===== config.mk =====
export PLATFORM = sky130hd
export DESIGN_NAME = dma_xfer_counter
export DESIGN_NICKNAME = d
export VERILOG_FILES = /design/src/rtl/dma_xfer_counter.sv
export SDC_FILE = /design/constraint.sdc
export NUM_CORES = 1
export LEC_CHECK = 0
export CORE_MARGIN = 2
export CORE_UTILIZATION = 50
export CTS_CLUSTER_DIAMETER = 30
export DETAILED_ROUTE_END_ITERATION = 12
export HOLD_SLACK_MARGIN = 0.03
export PLACE_DENSITY = 0.74
export SLEW_MARGIN = 30
export SYNTH_ARGS = -nofsm -noshare
export SYNTH_HDL_FRONTEND = slang
export SYNTH_SLANG_ARGS = --single-unit

===== constraint.sdc =====
create_clock -name clk -period 4.34 [get_ports clk]
set_input_delay 0.651 -clock clk [delete_from_list [all_inputs] [get_ports clk]]
set_output_delay 0.651 -clock clk [all_outputs]
set_load 0.05 [all_outputs]

===== src/rtl/dma_xfer_counter.sv =====
// ---------------------------------------------------------------------------
// dma_xfer_counter
//
// Address and transfer-count engine for one DMA channel. A load captures the
// source and destination start addresses, the transfer count and the address
// modes, then arms the channel. Each step advances both addresses by the unit
// size (2 or 4 bytes) according to their modes and counts one transfer off.
// The last step disarms the channel and raises a one-cycle terminal-count
// pulse. After terminal count, a rearm starts the same transfer again.
//
// Parameters
//   AW          address width in bits
//   CW          transfer-count width in bits (a count of 0 means 2^CW)
//
// Ports
//   clk         clock, all state changes on the rising edge
//   rst         asynchronous active-high reset
//   load        latch bases, count and modes, then arm the transfer
//   step        one transfer unit completed this cycle
//   rearm       repeat the transfer after terminal count
//   abort       stop the transfer, holding addresses and count
//   src_base    source start address
//   dst_base    destination start address
//   count_init  transfer count (0 means 2^CW)
//   src_mode    00 inc, 01 dec, 10 fixed, 11 inc
//   dst_mode    00 inc, 01 dec, 10 fixed, 11 inc with reload on rearm
//   word32      1: 4-byte units, 0: 2-byte units
//   src_addr    current source address
//   dst_addr    current destination address
//   remaining   transfers left (CW+1 bits so 2^CW fits)
//   active      transfer armed
//   tc          registered one-cycle terminal-count pulse
// ---------------------------------------------------------------------------
module dma_xfer_counter #(
    parameter int AW = 28,
    parameter int CW = 14
) (
    input  logic          clk,
    input  logic          rst,
    input  logic          load,
    input  logic          step,
    input  logic          rearm,
    input  logic          abort,
    input  logic [AW-1:0] src_base,
    input  logic [AW-1:0] dst_base,
    input  logic [CW-1:0] count_init,
    input  logic [1:0]    src_mode,
    input  logic [1:0]    dst_mode,
    input  logic          word32,
    output logic [AW-1:0] src_addr,
    output logic [AW-1:0] dst_addr,
    output logic [CW:0]   remaining,
    output logic          active,
    output logic          tc
);

    // The channel is either idle (disarmed) or armed and accepting steps.
    typedef enum logic {
        IDLE  = 1'b0,
        ARMED = 1'b1
    } state_t;

    localparam logic [1:0] MODE_DEC    = 2'b01;
    localparam logic [1:0] MODE_FIXED  = 2'b10;
    localparam logic [1:0] MODE_RELOAD = 2'b11;

    state_t        state, state_nxt;

    // Working registers
    logic [AW-1:0] src_addr_q, src_addr_nxt;
    logic [AW-1:0] dst_addr_q, dst_addr_nxt;
    logic [CW:0]   remaining_q, remaining_nxt;
    logic          tc_q, tc_nxt;

    // Settings captured at load; they define the armed transfer and any
    // later rearm, so live input changes cannot disturb it.
    logic [1:0]    src_mode_q, src_mode_nxt;
    logic [1:0]    dst_mode_q, dst_mode_nxt;
    logic          word32_q, word32_nxt;
    logic [AW-1:0] dst_base_q, dst_base_nxt;
    logic [CW:0]   count_q, count_nxt;

    // Helper values derived from the load-time inputs
    logic [AW-1:0] src_base_aligned;
    logic [AW-1:0] dst_base_aligned;
    logic [CW:0]   count_decoded;
    logic [AW-1:0] unit_size;
    logic          accept_step;
    logic          rearm_ok;

    // Clear the low address bits that cannot be set for the unit size:
    // two bits for word units, one bit for halfword units.
    function automatic logic [AW-1:0] align_addr(input logic [AW-1:0] base,
                                                 input logic          w32);
        logic [AW-1:0] mask;
        mask = w32 ? ~AW'(3) : ~AW'(1);
        return base & mask;
    endfunction

    // Advance an address by one unit according to its mode. Mode 11 counts
    // up for both channels; arithmetic wraps naturally at AW bits.
    function automatic logic [AW-1:0] advance_addr(input logic [AW-1:0] addr,
                                                   input logic [1:0]    mode,
                                                   input logic [AW-1:0] size);
        logic [AW-1:0] result;
        case (mode)
            MODE_DEC:   result = addr - size;
            MODE_FIXED: result = addr;
            default:    result = addr + size;
        endcase
        return result;
    endfunction

    // Load-time decoding: aligned bases and the count with 0 standing for
    // the full 2^CW transfers.
    always_comb begin
        src_base_aligned = align_addr(src_base, word32);
        dst_base_aligned = align_addr(dst_base, word32);
        if (count_init == '0) begin
            count_decoded = {1'b1, {CW{1'b0}}};
        end else begin
            count_decoded = {1'b0, count_init};
        end
    end

    // Step size follows the latched width, never the live input.
    assign unit_size   = word32_q ? AW'(4) : AW'(2);
    assign accept_step = (state == ARMED) && step;

    // A rearm is only meaningful once the previous transfer has run to
    // terminal count. An aborted transfer keeps a nonzero count and so
    // cannot be rearmed; the final step cycle is still ARMED, so a rearm
    // arriving with it is dropped as well.
    assign rearm_ok = (state == IDLE) && (remaining_q == '0) && rearm;

    // State register and all datapath registers. Reset clears everything,
    // which also kills an in-flight transfer without a terminal pulse.
    always_ff @(posedge clk or posedge rst) begin
        if (rst) begin
            state       <= IDLE;
            src_addr_q  <= '0;
            dst_addr_q  <= '0;
            remaining_q <= '0;
            tc_q        <= 1'b0;
            src_mode_q  <= '0;
            dst_mode_q  <= '0;
            word32_q    <= 1'b0;
            dst_base_q  <= '0;
            count_q     <= '0;
        end else begin
            state       <= state_nxt;
            src_addr_q  <= src_addr_nxt;
            dst_addr_q  <= dst_addr_nxt;
            remaining_q <= remaining_nxt;
            tc_q        <= tc_nxt;
            src_mode_q  <= src_mode_nxt;
            dst_mode_q  <= dst_mode_nxt;
            word32_q    <= word32_nxt;
            dst_base_q  <= dst_base_nxt;
            count_q     <= count_nxt;
        end
    end

    // Next-state and next-datapath logic. Commands are resolved in priority
    // order abort, load, rearm, step; the first one present wins and the
    // rest are discarded for this cycle. tc defaults low so it can only be
    // a single-cycle pulse.
    always_comb begin
        state_nxt     = state;
        src_addr_nxt  = src_addr_q;
        dst_addr_nxt  = dst_addr_q;
        remaining_nxt = remaining_q;
        tc_nxt        = 1'b0;
        src_mode_nxt  = src_mode_q;
        dst_mode_nxt  = dst_mode_q;
        word32_nxt    = word32_q;
        dst_base_nxt  = dst_base_q;
        count_nxt     = count_q;

        if (abort) begin
            state_nxt = IDLE;
        end else if (load) begin
            state_nxt     = ARMED;
            src_mode_nxt  = src_mode;
            dst_mode_nxt  = dst_mode;
            word32_nxt    = word32;
            dst_base_nxt  = dst_base_aligned;
            count_nxt     = count_decoded;
            src_addr_nxt  = src_base_aligned;
            dst_addr_nxt  = dst_base_aligned;
            remaining_nxt = count_decoded;
        end else if (rearm_ok) begin
            state_nxt     = ARMED;
            remaining_nxt = count_q;
            if (dst_mode_q == MODE_RELOAD) begin
                dst_addr_nxt = dst_base_q;
            end
        end else if (accept_step) begin
            src_addr_nxt  = advance_addr(src_addr_q, src_mode_q, unit_size);
            dst_addr_nxt  = advance_addr(dst_addr_q, dst_mode_q, unit_size);
            remaining_nxt = remaining_q - 1'b1;
            if (remaining_q == (CW+1)'(1)) begin
                state_nxt = IDLE;
                tc_nxt    = 1'b1;
            end
        end
    end

    // Every output comes straight from a register.
    assign src_addr  = src_addr_q;
    assign dst_addr  = dst_addr_q;
    assign remaining = remaining_q;
    assign active    = (state == ARMED);
    assign tc        = tc_q;

endmodule


==> results.json <==
{
  "outcome": "completed",
  "overflow": 0,
  "max_clock_freq_ghz": 0.294,
  "setup_violations": 0,
  "rows": 46,
  "power.density_nw_per_um2": 519,
  "postSynthCellCount": 1071,
  "fin_skew_ns": 0.00822,
  "yosys-top-cells-area": "dfrtp_1, nand2_1, o21ai_0",
  "hp-class": "flop to flop",
  "synthDistinctLibCells": 64,
  "dieHeight_um": 131,
  "ys_ff_latch": 118,
  "path_class": "flop to flop",
  "cpPeakStageDelay_ns": 0.82,
  "end_kind": "flop",
  "start_kind": "flop",
  "numCtsBuffers": 17,
  "netlist_area_um2": 8040,
  "drc": 0,
  "rsz0062_at_grt": "false",
  "vias": 8242,
  "netlist_top_cells_count": "nand2_1, o21ai_0, dfrtp_1",
  "dpl.hpwl_um": 16100,
  "cts_hold_buf": 0,
  "io_buffers": 149,
  "cp.required_ns": 4.62,
  "ant_nets": 0,
  "core_um2": 15800,
  "holdWs_ns": 0.467,
  "htree_levels": 4,
  "antennaDiodeCount": 0,
  "crit_fanout": 6,
  "gp_congestion": 0.885,
  "path_delay_family": "compound AO/OA/AOI/OAI gates",
  "ys_warn_count": 0,
  "vias_per_cell": 5.80,
  "clk_pin_slew_ns": 0.06,
  "yosys.cell_count.top_type": "nand2_1",
  "placed_area_um2": 9720,
  "synthArstFlopShare": 1.00,
  "cpMostUsedCell": "nor2_1",
  "path_buf_inv": 0,
  "cts_buffer_depth": 2,
  "grtUsageTotal": 0.284,
  "synth_edf_count": 0,
  "final_area_um2": 10300,
  "fin_util": 0.654,
  "floorplan.initialDensity": 0.510,
  "report.final.slew_viol_count": 0,
  "p_leak_uw": 0.00435,
  "final_nets": 1306,
  "dpl.cell_count": 1389,
  "synth_top_area_share": 0.367,
  "crit_path_top_delay_cell": "a2111oi_0",
  "avgRoutedWirePerCell_um": 16.6,
  "worstPathArrival_ns": 3.68,
  "dr.pass1.iters": 5,
  "vdd_drop_max_mv": 0.319,
  "synth_top_cell_by_area": "dfrtp_1",
  "drive_above_1_share": 0.0539,
  "die-area_um2": 17100,
  "tritoncts": "built",
  "ys_seq_area_frac": 0.367,
  "antenna_found_initial": 0,
  "root_buffer": "clkbuf_16",
  "dr.first_iter.drc_count": 773,
  "ios": 154,
  "drv_cap": 0,
  "grt_pass1_vias": 7544,
  "syn_avg_cell_area_um2": 7.50,
  "die-width_um": 131,
  "grt_max_degree": 78,
  "synth_ff_type": "dfrtp_1",
  "tightest_slew_ns": 0.828,
  "period_share": 0.784,
  "cts_resized": 0,
  "layout_min_cycle_time_ns": 3.40,
  "clock_latency_ns": 0.43,
  "final_cells": 1421,
  "path_cells": "nand2b_1 > nor2_1 > ha_1 > nor2b_1 > o2111ai_1 > a2111oi_0 > and4_1 > nand2_1 > o32ai_1 > nor2_1 > o21ai_0 > o21ai_1",
  "clock-sinks": 118,
  "final_hold_viol_count": 0,
  "postCtsSetupBuffers": 0,
  "syn2layout_area_growth_pct": 28.3,
  "grt_pass1_wl_um": 38500,
  "finalWirelength_um": 23600,
  "fin_setup_tns_ns": 0,
  "maxSlewHeadroom": 0.434
}
-- state kept, by name (all words and copies together) (netlist names) --
name / cells
active: 1
count_q: 15
dst_addr: 27
dst_base_q: 27
dst_mode_q: 2
remaining: 15
src_addr: 27
src_mode_q: 2
tc: 1
word32_q: 1
-- cells by family (layout without fill, tap and decap cells) --
logic type                 count (synthesis)  count (layout)  share of synthesized area
other                                      1               2                   0.000467
and+or+nand+nor                          461             461                      0.255
buffers and inverters                     89             222                     0.0428
adders and majority gates                 33              33                     0.0514
AOI/OAI and AO/OA                        342             342                      0.253
xor gates and xnor gates                  23              23                     0.0251
DFF                                      118             118                      0.367
muxes                                      4               4                    0.00498
-- final cells by class --
type,count,area [µm²]
Sequential cell,118,2950
Clock buffer,21,460
Timing Repair Buffer,165,1620
Multi-Input combinational cell,865,4780
Fill cell,1417,5460
Clock inverter,11,125
Tap cell,216,270
Inverter,25,98.8
-- path summary, 6_finish.rpt --
check | from | to | slack, ns | cells after the start
setup / recovery | dst_mode_q[0] | dst_addr[26] | 0.94 | 12
hold / removal | count_q[0] | count_q[0] | 0.47 | 2
setup reg to reg | dst_mode_q[0] | dst_addr[26] | 0.94 | 12
hold reg to reg | count_q[0] | count_q[0] | 0.47 | 2
max in group asynchronous | rst | dst_base_q[15] | 2.93 | 3
min in group asynchronous | rst | count_q[9] | 0.73 | 2
-- report_power, final --
part | total [µW] | switching [µW] | internal (µW)
Combinational | 2330 | 1460 | 866
Sequential | 1610 | 288 | 1320
Clock | 1420 | 544 | 874
-- metrics by stage --
step,setup WS [ns],total power (µW)
after detailed placement,1.07,3920
after global routing,0.803,5660
after floorplan,0.560,3200
final,0.936,5350
after global placement,1.08,3890
after CTS,1.04,5360
-- worst reg2reg max path, delay by kind of cell, from the launching register on --
kind	cells	cell delay (ns)
DFF	1	0.40
and+or+nand+nor	6	1.03
adders and majority gates	1	0.32
AOI/OAI and AO/OA	5	1.49
-- layer usage --
metal / track usage / vias up / share of wire
met5: 0 / - / 0
met2: 0.434 / 279 / 0.46
met1: 0.415 / 3876 / 0.46
met4: 0.0857 / 0 / 0.015
met3: 0.0476 / 29 / 0.067
li1: - / 4058 / -
-- cell usage in the layout, fill, tap and decap left out, types with 18 or more instances in the layout --
cell,count
o21ai_0,119
nand3_1,18
a21oi_1,102
inv_1,23
ha_1,33
nor3_1,27
clkdlybuf4s50_1,148
nand2_1,226
dfrtp_1,118
nor2_1,104
Power figures use the tool's default switching activity.
==> RTL change 1, RTL diff (same flow settings) <==
Change the parameter `CW` from 14 to 13.
--- a/src/rtl/dma_xfer_counter.sv
+++ b/src/rtl/dma_xfer_counter.sv
@@ -33,7 +33,7 @@
 // ---------------------------------------------------------------------------
 module dma_xfer_counter #(
     parameter int AW = 28,
-    parameter int CW = 14
+    parameter int CW = 13
 ) (
     input  logic          clk,
     input  logic          rst,
Interface: changed (resized count_init and remaining); port bits go from 154 to 152. No check against the original RTL was run, so the function may have changed too.
==> RTL change 1 against the unedited design <==
Wire length barely moved; synthesized area rose by 2.6%; critical path depth is the same; maximum frequency is 4.0% lower; synthesized cell count shrank 1.4%; cell area up 0.69%; core utilization fell by 0.50 points; sequential power hardly changed; worst hold slack improved by 0.0038 ns; power fell by 2.1%; worst setup slack worse by 0.14 ns; sequential cell count shrank 2; clock power fell by 11%.
==> RTL change 1: results (changes against the unedited design) <==
Run status
  – Status: finished clean (unchanged)

Synth
  – Synth Area in XOR/XNOR: 1.593% (was 2.507%)
  – Post-synthesis mux area share: 1.714% (was 0.4982%)
  – Post-synth top cells: nand2_1, dfrtp_1, o21ai_0 (was nand2_1, o21ai_0, dfrtp_1)
  – Adder-Cell Fraction of Synth Area: 5.007% (was 5.138%)
  – Top post-synthesis cells by area: dfrtp_1, nand2_1, o21ai_0, ha_1, a21oi_1 (was dfrtp_1, nand2_1, o21ai_0, a21oi_1, ha_1)
  – Compound-gate portion of the synthesized area: 25.78% (was 25.32%)
  – Count of cell types in the netlist: 86 (was 64)

Timing
  – Tightest Pin Transition: 0.9345 ns (was 0.8282 ns)
  – Fin Clk Skew: 0.01006 ns (was 0.008217 ns)

GRT
  – Largest net degree at the start of global routing: 68 (was 78)
  – Initial antenna violation count: 0 (unchanged)
  – First-pass GRT wire length: 39,760 um (was 38,450 um)
  – Vias in the first global route: 8,003 (was 7,544)
  – M3 GR Usage: 6.015% (was 4.764%)
  – Met2 Use GR: 43.70% (was 43.41%)
  – Gr usage total: 27.55% (was 28.40%)

Critical path
  – Crit-path slowest cell: or4_1 (was a2111oi_0)
  – Crit Path Max Fanout: 14 (was 6)
  – Arr. time, crit path: 3.84 ns (was 3.68 ns)

Place
  – PortBufs: 147 (was 149)
  – GP Congestion: 0.8967 (was 0.8846)
  – Dpl hpwl: 16,130 um (was 16,100 um)
  – Dpl ws: 0.8145 ns (was 1.071 ns)

Detailed routing
  – Top layer in use: met4 (unchanged)
  – Met2 routed WL: 10,770 um (was 10,840 um)
  – DRT iter0 DRCs: 717 (was 773)
  – Via/cell ratio: 5.903 (was 5.800)

Pwr
  – Pleak: 0.004425 uW (was 0.004355 uW)
  – VDD IR max: 0.0003554 V (was 0.0003185 V)

Finish
  – Nets@finish: 1,283 (was 1,306)
  – Share of layout cells above drive strength 1: 6.340% (was 5.394%)
  – FILL cells: 1,412 (was 1,417)

Clocking
  – Clock Latency Late Sink: 0.42 ns
  – TritonCTS Buffers: 17 (unchanged)
## RTL change 1: where the power goes
group,switching (uW),total (uW),internal [uW],leakage (uW)
Sequential,307,1610,1300,0.00142
Clock,531,1270,744,0.000238
Combinational,1480,2360,879,0.00277
## RTL change 1: worst paths after layout
path	start	end	slack, ns	cells after the start
worst max-delay path	src_mode_q[1]	src_addr[22]	0.79	12
worst min-delay path	dst_base_q[26]	dst_base_q[26]	0.47	2
worst max register to register	src_mode_q[1]	src_addr[22]	0.79	12
worst min register to register	dst_base_q[26]	dst_base_q[26]	0.47	2
max in group asynchronous	rst	dst_base_q[21]	2.80	3
min in group asynchronous	rst	remaining[6]	0.72	2
## RTL change 1: per-stage QoR
stage                     cell area, sq um  std cells
final                                10380       1399
after detailed placement              9851       1367
after global placement                9851       1367
after global routing                 10380       1399
after floorplan                       8250       1057
after CTS                            10380       1399
## RTL change 1: cell families (layout without fill, tap and decap cells)
family / after synthesis / count (layout)
AOI/OAI and AO/OA: 323 / 323
xor gates and xnor gates: 15 / 15
muxes: 14 / 14
other: 1 / 2
and+or+nand+nor: 464 / 464
DFF: 116 / 116
buffers and inverters: 90 / 216
adders and majority gates: 33 / 33
## RTL change 1: cell type report
class | count | area [sq um] | share of cell area (%)
Clock inverter | 11 | 80.08 | 0.7714
Timing Repair Buffer | 161 | 1599 | 15.40
Tap cell | 216 | 270.3 | 2.603
Inverter | 23 | 88.84 | 0.8557
Sequential cell | 116 | 2903 | 27.96
Multi-Input combinational cell | 851 | 4990 | 48.07
Clock buffer | 21 | 450.4 | 4.339
## RTL change 1: tightest hold or removal path, cell delays in order (launching register included)
cell and delay, ns:
dfrtp_1 0.34, nand2_1 0.05, nand2_1 0.05
==> RTL change 2, RTL diff (same settings) <==
Made on the original files. The output `tc` loses its register stage (`tc_q` becomes a continuous assignment).
--- a/src/rtl/dma_xfer_counter.sv
+++ b/src/rtl/dma_xfer_counter.sv
@@ -141,7 +141,6 @@
             src_addr_q  <= '0;
             dst_addr_q  <= '0;
             remaining_q <= '0;
-            tc_q        <= 1'b0;
             src_mode_q  <= '0;
             dst_mode_q  <= '0;
             word32_q    <= 1'b0;
@@ -152,7 +151,6 @@
             src_addr_q  <= src_addr_nxt;
             dst_addr_q  <= dst_addr_nxt;
             remaining_q <= remaining_nxt;
-            tc_q        <= tc_nxt;
             src_mode_q  <= src_mode_nxt;
             dst_mode_q  <= dst_mode_nxt;
             word32_q    <= word32_nxt;
@@ -160,6 +158,8 @@
             count_q     <= count_nxt;
         end
     end
+
+    assign tc_q = tc_nxt;
 
     // Next-state and next-datapath logic. Commands are resolved in priority
     // order abort, load, rearm, step; the first one present wins and the
Formal check against the unedited RTL: not equivalent (Yosys sat finds a counterexample within 4 cycles, from zero or initial values and one cycle with rst high).
==> RTL change 2 against the unedited design <==
Power is 0.38% lower; synthesized area down 0.31%; sequential cell count decreased by 1; maximum frequency shrank 2.9%; cell count is 0.21% lower; worst hold slack gained 0.0069 ns; wire length increased by 0.36%; via count rose by 1.5%; worst setup slack worse by 0.10 ns; count of clock-buffer cells in the layout decreased by 1; first-iteration DRC count is 17% lower; cell area is 0.42% lower; critical path type is now flip-flop to output pin; largest power group unchanged; highest routed layer is now met5.
==> RTL change 2: results (changes against the unedited design) <==
Pwr
  – VDD IR max: 0.0003255 V (was 0.0003185 V)
  – Pleak: 0.004340 uW (was 0.004355 uW)
  – Cell internal pwr: 3047 uW (was 3059 uW)

Finish
  – Nets@finish: 1,303 (was 1,306)
  – Share of layout cells above drive strength 1: 5.491% (was 5.394%)
  – FILL cells: 1,402 (was 1,417)

Timing
  – Tightest Pin Transition: 0.7622 ns (was 0.8282 ns)
  – Fin Clk Skew: 0.01097 ns (was 0.008217 ns)

GRT
  – M3 GR Usage: 5.700% (was 4.764%)
  – Vias in the first global route: 7,549 (was 7,544)
  – Largest net degree at the start of global routing: 79 (was 78)
  – Gr usage total: 28.12% (was 28.40%)
  – Grt met1 use: 39.85% (was 41.50%)
  – First-pass GRT wire length: 37,670 um (was 38,450 um)
  – Met2 Use GR: 43.54% (was 43.41%)
  – Initial antenna violation count: 1 (was 0)

Clocking
  – Clock slew at reported path FFs: 0.06 ns (about the same)
  – Clock Latency Late Sink: 0.43 ns (about the same)

Critical path
  – Crit Path Max Fanout: 14 (was 6)
  – Arr. time, crit path: 2.85 ns (was 3.68 ns)
  – Max stage delay on crit path: 0.67 ns (was 0.82 ns)
  – Crit-path slowest cell: or3_1 (was a2111oi_0)
  – Kind of cell adding the most delay to the critical path: simple AND/OR/NAND/NOR gates (was compound AO/OA/AOI/OAI gates)

Synth
  – Seq/Total Area, Yosys: 36.55% (was 36.74%)
  – Post-synth top cells: nand2_1, o21ai_0, dfrtp_1 (unchanged)
  – Top post-synthesis cells by area: dfrtp_1, nand2_1, o21ai_0, a21oi_1, ha_1 (unchanged)

Detailed routing
  – Via/cell ratio: 5.898 (was 5.800)
  – DRT iter0 DRCs: 638 (was 773)
  – WL final: 23,720 um (was 23,630 um)

Run status
  – Status: finished clean (unchanged)

Place
  – Dpl hpwl: 16,150 um (was 16,100 um)
  – GP Congestion: 0.9064 (was 0.8846)
==> RTL change 2: changes by cell type after synthesis <==
cell     before  now
dfrtp_1     118  117
==> RTL change 2: layout make-up <==
cell class | count | area (sq um) | share of cell area [%]
multi-input combinational | 865 | 4778 | 46.54
sequential | 117 | 2928 | 28.52
timing repair buffer | 163 | 1604 | 15.62
clock buffer | 20 | 456.7 | 4.449
tap | 216 | 270.3 | 2.633
clock inverter | 12 | 130.1 | 1.268
inverter | 25 | 98.84 | 0.9628
==> RTL change 2: worst register-to-register path, cell delays in order (launching register included) <==
cell and delay (ns):
dfrtp_1 0.47, nor4_2 0.53, nand4_1 0.26, nor3_2 0.26, buf_4 0.59, a21oi_1 0.23
o21ai_4 0.42, buf_4 0.30, a21oi_1 0.06, a22o_1 0.22
==> RTL change 2: power by group through the flow <==
stage,combinational (uW),clock [uW],sequential [uW]
2_1_floorplan,1100,0,2090
6_report,2320,1400,1610
3_5_place_dp,2300,0,1610
4_1_cts,2320,1420,1600
3_3_place_gp,2280,0,1610
5_1_grt,2530,1470,1640
==> RTL change 2: metrics by stage <==
| stage | area, sq um | setup slack (ns) | instances | hold WS, ns | utilization [%] |
|---|---|---|---|---|---|
| after floorplan | 8015 | 0.4213 | 1071 | 0.4374 | - |
| after global placement | 9674 | 1.113 | 1386 | 0.4581 | 61.35 |
| after detailed placement | 9674 | 1.032 | 1386 | 0.4622 | 61.35 |
| after CTS | 10260 | 0.8704 | 1418 | 0.4766 | 65.07 |
| after global routing | 10270 | 0.6210 | 1418 | 0.4879 | 65.10 |
| final | 10270 | 0.8353 | 1418 | 0.4744 | 65.10 |
==> RTL change 2: cell families (layout without fill, tap and decap cells) <==
kind of cell / count (synthesis) / after routing / share of synthesized area, %
simple gates: 461 / 461 / 25.55
other cells: 1 / 2 / 0.04681
fa+ha+maj: 33 / 33 / 5.154
mux: 4 / 4 / 0.4998
buf+inv: 89 / 220 / 4.295
flops: 117 / 117 / 36.55
compound gates: 342 / 342 / 25.39
xor+xnor: 23 / 23 / 2.514
==> RTL change 2: final timing paths <==
kind	start	depth (start not counted)	endpoint	slack, ns
setup / recovery	remaining[2]	6	tc	0.84
hold / removal	dst_base_q[27]	2	dst_base_q[27]	0.47
setup reg to reg	remaining[2]	9	dst_addr[21]	0.89
hold reg to reg	dst_base_q[27]	2	dst_base_q[27]	0.47
max in group asynchronous	rst	3	dst_addr[23]	2.90
min in group asynchronous	rst	2	count_q[9]	0.72
==> RTL change 2: metal layers <==
layer  wire (um)  part of all wire [%]  up-vias
li1            -                     -     4061
met1       10930                    46     3941
met2       10870                    46      321
met3        1541                   6.5       38
met4         376                   1.6        2
met5          11                 0.046        -
